===== src/rtl/logic_gate_pkg.sv =====
// ----------------------------------------------------------------------------
// logic_gate_pkg
// Shared definitions for the logic_gate_pipe block:
//   - 3-bit opcode constants OP_AND .. OP_BUF_A
//   - truth-table sweep FSM state encoding (ST_IDLE / ST_RUN / ST_DONE)
//   - gate_eval(): single-bit evaluation of one opcode; the datapath applies it
//     per bit, which is exact because every opcode is purely bitwise.
// ----------------------------------------------------------------------------
package logic_gate_pkg;

   localparam logic [2:0] OP_AND   = 3'd0;
   localparam logic [2:0] OP_OR    = 3'd1;
   localparam logic [2:0] OP_NAND  = 3'd2;
   localparam logic [2:0] OP_NOR   = 3'd3;
   localparam logic [2:0] OP_XOR   = 3'd4;
   localparam logic [2:0] OP_XNOR  = 3'd5;
   localparam logic [2:0] OP_NOT_A = 3'd6;
   localparam logic [2:0] OP_BUF_A = 3'd7;

   typedef enum logic [1:0] {
      ST_IDLE = 2'd0,
      ST_RUN  = 2'd1,
      ST_DONE = 2'd2
   } sweep_state_e;

   function automatic logic gate_eval(input logic [2:0] op, input logic a, input logic b);
      logic y;
      case (op)
         OP_AND:   y = a & b;
         OP_OR:    y = a | b;
         OP_NAND:  y = ~(a & b);
         OP_NOR:   y = ~(a | b);
         OP_XOR:   y = a ^ b;
         OP_XNOR:  y = ~(a ^ b);
         OP_NOT_A: y = ~a;
         OP_BUF_A: y = a;
         default:  y = 1'b0;
      endcase
      return y;
   endfunction

endpackage


===== src/rtl/logic_gate_pipe_skid_buf.sv =====
// ----------------------------------------------------------------------------
// gate_skid_buf
// Two-entry valid/ready skid buffer. The "main" entry drives the output and
// doubles as the result capture register (data is visible the cycle after it
// is accepted). The "skid" entry catches one extra beat when the sink stalls.
// in_ready_o is a pure decode of the skid-occupied flop, so there is no
// combinational path from out_ready_i to in_ready_o.
// Ports:
//   clk, rst_n              clock, async active-low reset
//   in_valid_i/in_ready_o   upstream handshake, in_data_i  DW-bit payload
//   out_valid_o/out_ready_i downstream handshake, out_data_o DW-bit payload
// ----------------------------------------------------------------------------
module gate_skid_buf #(
   parameter int DW = 10
) (
   input  logic          clk,
   input  logic          rst_n,
   input  logic          in_valid_i,
   output logic          in_ready_o,
   input  logic [DW-1:0] in_data_i,
   output logic          out_valid_o,
   input  logic          out_ready_i,
   output logic [DW-1:0] out_data_o
);

   logic          main_v_q, main_v_d;
   logic [DW-1:0] main_data_q, main_data_d;
   logic          skid_v_q, skid_v_d;
   logic [DW-1:0] skid_data_q, skid_data_d;
   logic          push_s;
   logic          pop_s;

   // Next-state for both entries; the skid entry is only ever filled while main is held.
   always_comb begin
      main_v_d    = main_v_q;
      main_data_d = main_data_q;
      skid_v_d    = skid_v_q;
      skid_data_d = skid_data_q;
      push_s      = in_valid_i & ~skid_v_q;
      pop_s       = main_v_q & out_ready_i;

      if (!main_v_q) begin
         if (push_s) begin
            main_v_d    = 1'b1;
            main_data_d = in_data_i;
         end else begin
            main_v_d    = 1'b0;
         end
      end else if (pop_s) begin
         if (skid_v_q) begin
            // Older skid beat moves up; push is blocked this cycle (in_ready low).
            main_data_d = skid_data_q;
            skid_v_d    = 1'b0;
         end else if (push_s) begin
            // Drain and refill in the same cycle keeps full throughput.
            main_data_d = in_data_i;
         end else begin
            main_v_d    = 1'b0;
         end
      end else begin
         if (push_s) begin
            skid_v_d    = 1'b1;
            skid_data_d = in_data_i;
         end else begin
            skid_v_d    = skid_v_q;
         end
      end
   end

   // Entry registers; reset discards every held beat.
   always_ff @(posedge clk or negedge rst_n) begin
      if (!rst_n) begin
         main_v_q    <= 1'b0;
         main_data_q <= '0;
         skid_v_q    <= 1'b0;
         skid_data_q <= '0;
      end else begin
         main_v_q    <= main_v_d;
         main_data_q <= main_data_d;
         skid_v_q    <= skid_v_d;
         skid_data_q <= skid_data_d;
      end
   end

   assign in_ready_o  = ~skid_v_q;
   assign out_valid_o = main_v_q;
   assign out_data_o  = main_data_q;

endmodule


===== src/rtl/logic_gate_pipe.sv =====
// ----------------------------------------------------------------------------
// logic_gate_pipe
// Opcode-selected WIDTH-bit bitwise gate unit (AND/OR/NAND/NOR/XOR/XNOR/NOT_A/
// BUF_A) with valid/ready on both sides, 1-cycle latency and full throughput.
// Results plus zero/all-ones flags are computed at capture and held in a
// two-entry skid buffer.
// Optional feature (macro TRUTH_SWEEP_EN): an internal FSM sweeps all
// 4^SWEEP_W operand combinations through the datapath using the opcode
// sampled at sweep_start.
// Ports:
//   clk, rst_n                      clock, async active-low reset
//   in_valid/in_ready               operand handshake (in_ready registered)
//   in_op[2:0], in_a, in_b          opcode and operands
//   out_valid/out_ready             result handshake
//   out_y, out_zero, out_ones       result and flags (held while stalled)
//   sweep_start/busy/done           sweep control (TRUTH_SWEEP_EN only)
// ----------------------------------------------------------------------------
module logic_gate_pipe
   import logic_gate_pkg::*;
#(
   parameter int WIDTH   = 8,
   parameter int SWEEP_W = 2
) (
   input  logic             clk,
   input  logic             rst_n,
   input  logic             in_valid,
   output logic             in_ready,
   input  logic [2:0]       in_op,
   input  logic [WIDTH-1:0] in_a,
   input  logic [WIDTH-1:0] in_b,
   output logic             out_valid,
   input  logic             out_ready,
   output logic [WIDTH-1:0] out_y,
   output logic             out_zero,
   output logic             out_ones
`ifdef TRUTH_SWEEP_EN
   ,
   input  logic             sweep_start,
   output logic             sweep_busy,
   output logic             sweep_done
`endif
);

   if (SWEEP_W < 1 || SWEEP_W > WIDTH) begin : g_bad_sweep_w
      $error("logic_gate_pipe: SWEEP_W must be in 1..WIDTH");
   end

   logic             dp_valid_s;
   logic [2:0]       dp_op_s;
   logic [WIDTH-1:0] dp_a_s;
   logic [WIDTH-1:0] dp_b_s;
   logic             buf_ready_s;
   logic [WIDTH-1:0] res_y_s;
   logic [WIDTH+1:0] buf_din_s;
   logic [WIDTH+1:0] buf_dout_s;

`ifdef TRUTH_SWEEP_EN
   localparam int CW = 2 * SWEEP_W;

   sweep_state_e state_q, state_d;
   logic [CW-1:0] cnt_q, cnt_d;
   logic [2:0]    op_q, op_d;
   logic          run_s;

   // Sweep FSM next state: counter advances only on an accepted internal beat.
   always_comb begin
      state_d = state_q;
      cnt_d   = cnt_q;
      op_d    = op_q;
      case (state_q)
         ST_IDLE: begin
            if (sweep_start) begin
               state_d = ST_RUN;
               cnt_d   = '0;
               op_d    = in_op;
            end else begin
               state_d = ST_IDLE;
            end
         end
         ST_RUN: begin
            if (buf_ready_s) begin
               cnt_d = cnt_q + {{(CW-1){1'b0}}, 1'b1};
               if (cnt_q == {CW{1'b1}}) begin
                  state_d = ST_DONE;
               end else begin
                  state_d = ST_RUN;
               end
            end else begin
               state_d = ST_RUN;
            end
         end
         ST_DONE: begin
            state_d = ST_IDLE;
         end
         default: begin
            state_d = ST_IDLE;
         end
      endcase
   end

   // Sweep FSM state, counter and latched opcode.
   always_ff @(posedge clk or negedge rst_n) begin
      if (!rst_n) begin
         state_q <= ST_IDLE;
         cnt_q   <= '0;
         op_q    <= 3'd0;
      end else begin
         state_q <= state_d;
         cnt_q   <= cnt_d;
         op_q    <= op_d;
      end
   end

   assign run_s = (state_q == ST_RUN);

   // Operand mux: sweep counter halves (zero-extended) replace the external beat during RUN.
   always_comb begin
      dp_a_s = '0;
      dp_b_s = '0;
      if (run_s) begin
         dp_valid_s             = 1'b1;
         dp_op_s                = op_q;
         dp_a_s[SWEEP_W-1:0]    = cnt_q[CW-1:SWEEP_W];
         dp_b_s[SWEEP_W-1:0]    = cnt_q[SWEEP_W-1:0];
      end else begin
         dp_valid_s             = in_valid;
         dp_op_s                = in_op;
         dp_a_s                 = in_a;
         dp_b_s                 = in_b;
      end
   end

   assign in_ready   = buf_ready_s & ~run_s;
   assign sweep_busy = run_s;
   assign sweep_done = (state_q == ST_DONE);
`else
   assign dp_valid_s = in_valid;
   assign dp_op_s    = in_op;
   assign dp_a_s     = in_a;
   assign dp_b_s     = in_b;
   assign in_ready   = buf_ready_s;
`endif

   // Bitwise gate evaluation of the selected operands.
   always_comb begin
      res_y_s = '0;
      for (int i = 0; i < WIDTH; i++) begin
         res_y_s[i] = gate_eval(dp_op_s, dp_a_s[i], dp_b_s[i]);
      end
   end

   // Flags are computed here so they travel with the result through the buffer.
   assign buf_din_s = {&res_y_s, ~|res_y_s, res_y_s};

   gate_skid_buf #(
      .DW (WIDTH + 2)
   ) u_skid (
      .clk         (clk),
      .rst_n       (rst_n),
      .in_valid_i  (dp_valid_s),
      .in_ready_o  (buf_ready_s),
      .in_data_i   (buf_din_s),
      .out_valid_o (out_valid),
      .out_ready_i (out_ready),
      .out_data_o  (buf_dout_s)
   );

   assign out_y    = buf_dout_s[WIDTH-1:0];
   assign out_zero = buf_dout_s[WIDTH];
   assign out_ones = buf_dout_s[WIDTH+1];

endmodule


===== config.mk =====
export PLATFORM = sky130hd
export DESIGN_NAME = logic_gate_pipe
export DESIGN_NICKNAME = d
export VERILOG_FILES = /design/src/rtl/logic_gate_pkg.sv /design/src/rtl/logic_gate_pipe_skid_buf.sv /design/src/rtl/logic_gate_pipe.sv
export SDC_FILE = /design/constraint.sdc
export NUM_CORES = 1
export LEC_CHECK = 0
export ABC_AREA = 0
export BUFFER_PORTS_ARGS = -buffer_cell sky130_fd_sc_hd__buf_2
export CAP_MARGIN = 15
export CORE_UTILIZATION = 60
export CTS_CLUSTER_DIAMETER = 80
export DETAILED_ROUTE_END_ITERATION = 8
export PLACE_DENSITY = 0.95
export SYNTH_ARGS = -nofsm -noshare
export SYNTH_HDL_FRONTEND = slang
export SYNTH_SLANG_ARGS = --single-unit

===== constraint.sdc =====
create_clock -name clk -period 4.1 [get_ports clk]
set_input_delay 0.205 -clock clk [delete_from_list [all_inputs] [get_ports clk]]
set_output_delay 0.205 -clock clk [all_outputs]
set_load 0.01 [all_outputs]

== Yosys cells after proc, flatten, opt, wreduce, memory -nomap -nowiden ==
Cells that the tools add are included.
Operators by class
  equality and inequality tests: 8
  muxes and demuxes: 18
  bitwise logic cells: 60
  reductions and logical operators: 7
Operator list (count)
  one-hot mux 1 bit (8 select lines): 8
  2-to-1 mux 10 bit: 4
  inverter 1 bit: 34
  equality test 3 bit, second input constant: 4
  bitwise AND 1 bit: 10
  OR 1 bit: 8
  AND reduction 8 bit: 1
  OR reduction 8 bit: 1
  bitwise XOR 1 bit: 8
  equality test 3 x 2 -> 1 bit, second input constant: 2
  2-to-1 mux 1 bit: 6
  equality test 3 x 1 -> 1 bit, second input constant: 1
  logical NOT 3 bit: 1
  AND reduction 3 bit: 1
  inequality test 2 bit, second input constant: 1
  AND reduction 2 bit: 1
  nonzero test 2 bit: 1
  logical NOT 1 bit: 1
Storage, ports and cells
  register bits after elaboration: 22
  input port bits: 23
  output and inout port bits: 12
  word-level logic and storage cells: 97

== Depth between registers and ports, before layout ==
  word-level depth: 9
  gate-level depth with buffers: 8
  gate-level depth less buffers: 8

== Cells and area by module ==
Synthesis repeated with hierarchy kept, for this count alone.
Second synthesis, totals
  cell total of the unflattened synthesis: 205
  area, all modules: 1883.1 µm²
Modules (own cells, without submodules)
  logic_gate_pipe: instances 1, cells each 141, area an instance 960.9 µm²
  gate_skid_buf: instances 1, cells each 64, area an instance 922.1 µm²

== Least setup slack after synthesis ==
OpenSTA, ideal clock, no wires.
  kind: input-to-reg
  start: input in_a[6]
  end: register u_skid.skid_data_q[9]
  library setup time: 0.092 ns
  arrival time: 1.939 ns
  required time: 4.008 ns
  slack: 2.069 ns
  stages on the path: 7
  path buffers: 0
  cells stage by stage: inv_1 -> ha_1 -> o32ai_2 -> nor3_1 -> or3_4 -> or4_4 -> o31ai_2
Between the ends
  cells in the longest elaborated chain, start to end: 4
  elaborated cells between the ends (all ways): 9
RTL lines
  from (decl): line logic_gate_pipe.sv:29  | input logic [WIDTH-1:0] in_a,
  bitwise XOR 1 bit, or another cell as far along: line logic_gate_pkg.sv:33, logic_gate_pkg.sv:34
  inverter 1 bit (on tied branches): line logic_gate_pkg.sv:34, logic_gate_pkg.sv:31, logic_gate_pkg.sv:32
  one-hot mux 1 bit (8 select lines) *: line logic_gate_pkg.sv:28  | case (op)
  AND reduction 8 bit *: line logic_gate_pipe.sv:153  | assign buf_din_s = {&res_y_s, ~|res_y_s, res_y_s};
  to (signal assigned): line logic_gate_pipe_skid_buf.sv:81  | skid_data_q <= skid_data_d;
  to (decl): line logic_gate_pipe_skid_buf.sv:29  | logic [DW-1:0] skid_data_q, skid_data_d;
Every way passes the cells marked *; elsewhere a longest branch is shown, timed or not.
A chain may end at the register's enable or synchronous reset.

== Worst setup path in the final report ==
  start: register u_skid.main_v_q (netlist: u_skid.out_valid_o)
  end: register u_skid.main_data_q[9] (netlist: u_skid.out_data_o[9])
Between the ends
  cells in the longest elaborated chain, start to end: 2
  elaborated cells between the ends (all ways): 3
RTL lines
  from (decl): line logic_gate_pipe_skid_buf.sv:26  | logic main_v_q, main_v_d;
  from (signal assigned): line logic_gate_pipe_skid_buf.sv:78  | main_v_q <= main_v_d;
  bitwise AND 1 bit: line logic_gate_pipe_skid_buf.sv:40  | pop_s = main_v_q & out_ready_i;
  inequality test 2 bit (no source line)
  to (signal assigned): line logic_gate_pipe_skid_buf.sv:79  | main_data_q <= main_data_d;
  to (decl): line logic_gate_pipe_skid_buf.sv:27  | logic [DW-1:0] main_data_q, main_data_d;
Several ways; a longest one is shown, not always the timed one.

==> metrics.yaml <==
first_pass_iters: 6
required_ns: 4.35
crit_type: "register to register"
grt_max_degree: 28
rsz0062_at_grt: "false"
grt_overflow_total: 0
cp.arrival_ns: 2.60
setup_viol: 0
p_per_area_nw_per_um2: 485
utilization_pct: 71.8
synth_edf_count: 0
track_usage_pct: 24.8
fp.dieW_um: 57.1
fmax_mhz: 425
core_um2: 2830
synth_nets: 257
power.internal_mw: 0.599
crit_chain: "nand2_1 -> a21oi_1 -> o32ai_1 -> or4_1 -> o22ai_2"
synth_warnings: 0
combPwrFrac_pct: 45.7
vias_per_cell: 5.87
path_clk_slew_ns: 0.12
hold_class: "primary input to register"
htreeDepth: 1
cts_root_buffer: "clkbuf_4"
gp_congestion: 0.882
cts-resized-gates: 0
numCtsBuffers: 3
endpoint_kind: "register"
drv_slew: 0
hold_path_end: "u_skid.skid_v_q"
maxCapViolCount: 0
timing.rr.end: "u_skid.out_data_o[9]"
ys_ff_latch: 22
avgRoutedWirePerCell_um: 13.6
hp-start: "out_ready"
drtIter0Drc: 91
p_sw_share_pct: 39.2
rr_worst_depth: 5
synth-seq-area-share_pct: 30.2
drive_above_1_share_pct: 19.9
period_needed_ns: 2.35
r2r_setup_slack_ns: 1.75
period_share_pct: 57.4
worstPathMaxFanout: 12
row_count: 19
critPathMaxStageDelay_ns: 0.74
chipHeight_um: 57.1
grt_pass1_vias: 1498
drcViolationCount: 7
syn_to_final_growth_pct: 11.4
clkPwrFrac_pct: 16.8
synth.top_cell.area_share_pct: 30.2
antenna_found_initial: 0
io_buffers: 34
finalNetCount: 286
cts_buffer_depth: 2
netSwitchingPower_mw: 0.386
rr_startpoint: "u_skid.out_valid_o"
io_pins: 35
avgSynthCellArea_um2: 8.36
clock-sinks: 22
fin_worst_skew_ns: 0.00895
vias: 1627
synthFlopType: "dfrtp_1"
place_hpwl_mm: 2.86
seq_power_share_pct: 37.5
finalHoldViolCount: 0
synthCells: 218
violations: "design-rule violations"
synth.distinct_cells: 45
grt_first_pass_wirelength_mm: 6.44
syn-cell-area_um2: 1820
synthTopCellsByArea: "dfrtp_1, ha_1, a21oi_1"
synth_commonest_cells: "dfrtp_1, inv_1, nor2_1"
start_kind: "register"
initial_core_util_pct: 64.4
yosysMostFrequentCell: "dfrtp_1"
postSynth.asyncResetShare_pct: 100
hold_depth: 2
antenna_left: 0
routed_wl_mm: 3.76
dieArea_um2: 3260
n_antenna_cell: 0
p_leak_nw: 0.958
slowest_stage: "a21oi_1"
finalSetupTns_ns: 0
synth.largest_area_cell: "dfrtp_1"
worst_pin_slew_ns: 0.809
worstSkewPairLatency_ns: 0.31
status: "finished with violations"
peakVddDrop_mv: 0.397
cts_tree: "built"
max-slew-margin-rel_pct: 46.1
==> timing repair <==
item,4_1_cts,5_1_grt
endpoints found under the hold margin,22,0
buffers inserted,0,0
hold buffers,1,0
==> flip-flops by register name (all words and copies together), names as in the netlist <==
| name | cells |
|---|---|
| u_skid.skid_v_q | 1 |
| u_skid.out_valid_o | 1 |
| u_skid.out_data_o | 10 |
| u_skid.skid_data_q | 10 |
==> per-layer routing <==
metal	share of wire, %	GRT usage [%]	vias up
li1	-	-	826
met1	45	33.5	753
met2	49	41.7	44
met3	4.4	4.54	4
met4	0.61	5.23	0
met5	0	0	-
==> how the worst max path moves through the flow <==
stage | endpoint | from | slack [ns]
detailed placement | u_skid.out_data_o[9] | in_op[0] | 1.73
finish | u_skid.out_data_o[9] | u_skid.out_valid_o | 1.75
global placement | u_skid.out_data_o[9] | in_op[0] | 1.77
CTS | u_skid.out_data_o[9] | u_skid.out_valid_o | 1.77
floorplan | u_skid.skid_data_q[9] | in_a[6] | 2.07
global route | u_skid.out_data_o[9] | u_skid.out_valid_o | 1.63
==> through the flow <==
step                      power (mW)  instance area, µm²  cells  worst slack [ns]  hold WS (ns)
after detailed placement       0.819                1970    272              1.73         0.186
after global routing            1.05                2030    277              1.63        0.0700
after floorplan                0.679                1820    218              2.07       -0.0906
after CTS                      0.986                2030    277              1.77        0.0705
after global placement         0.799                1970    272              1.77         0.185
final                          0.985                2030    277              1.75        0.0733
==> cell usage in the layout, fill, tap and decap left out, types with 3 or more instances in the layout <==
cell       Yosys  layout
nor3_1         9       9
o32ai_1        5       5
xnor2_1        5       5
buf_2          3      34
nor2b_1       10      10
clkbuf_4       0       3
o2bb2ai_1      5       5
dfrtp_1       22      22
a21oi_1       16      16
nand2b_1       3       3
a221oi_1       4       4
nor4_1         6       6
o21ai_0        9       9
nor2_1        20      20
ha_1          16      16
xor2_1         4       4
inv_1         21      21
nand2_1       16      16
==> area by class of cell <==
class	count	area, µm²
multi-input cells	163	1130
fillers	229	798
repair buffers	35	180
clock buffers	3	22.5
clock inverters	1	30.0
inverters	22	82.6
well taps	31	38.8
flip-flops and latches	22	551
==> worst max-delay path, delay by kind of cell (launching register included) <==
family	cells	cell delay, ns
AO/OA/AOI/OAI	3	1.11
flip-flops	1	0.43
AND/OR/NAND/NOR	2	0.74
==> power by group through the flow <==
stage / combinational (mW) / clock (mW) / sequential (mW)
2_1_floorplan: 0.285 / 0 / 0.394
3_3_place_gp: 0.431 / 0 / 0.369
3_5_place_dp: 0.445 / 0 / 0.374
4_1_cts: 0.449 / 0.168 / 0.369
5_1_grt: 0.495 / 0.180 / 0.379
6_report: 0.450 / 0.165 / 0.369
==> logic make-up (layout without fill, tap and decap cells) <==
family	count (synthesis)	in the layout	share of synthesized area, %
and+or+nand+nor	83	83	24.4
buffers and inverters	33	61	8.03
adders and majority gates	16	16	11.0
AOI/OAI and AO/OA	53	53	20.9
xor gates and xnor gates	9	9	4.32
DFF	22	22	30.2
muxes	2	2	1.10
Power figures use the tool's default switching activity.
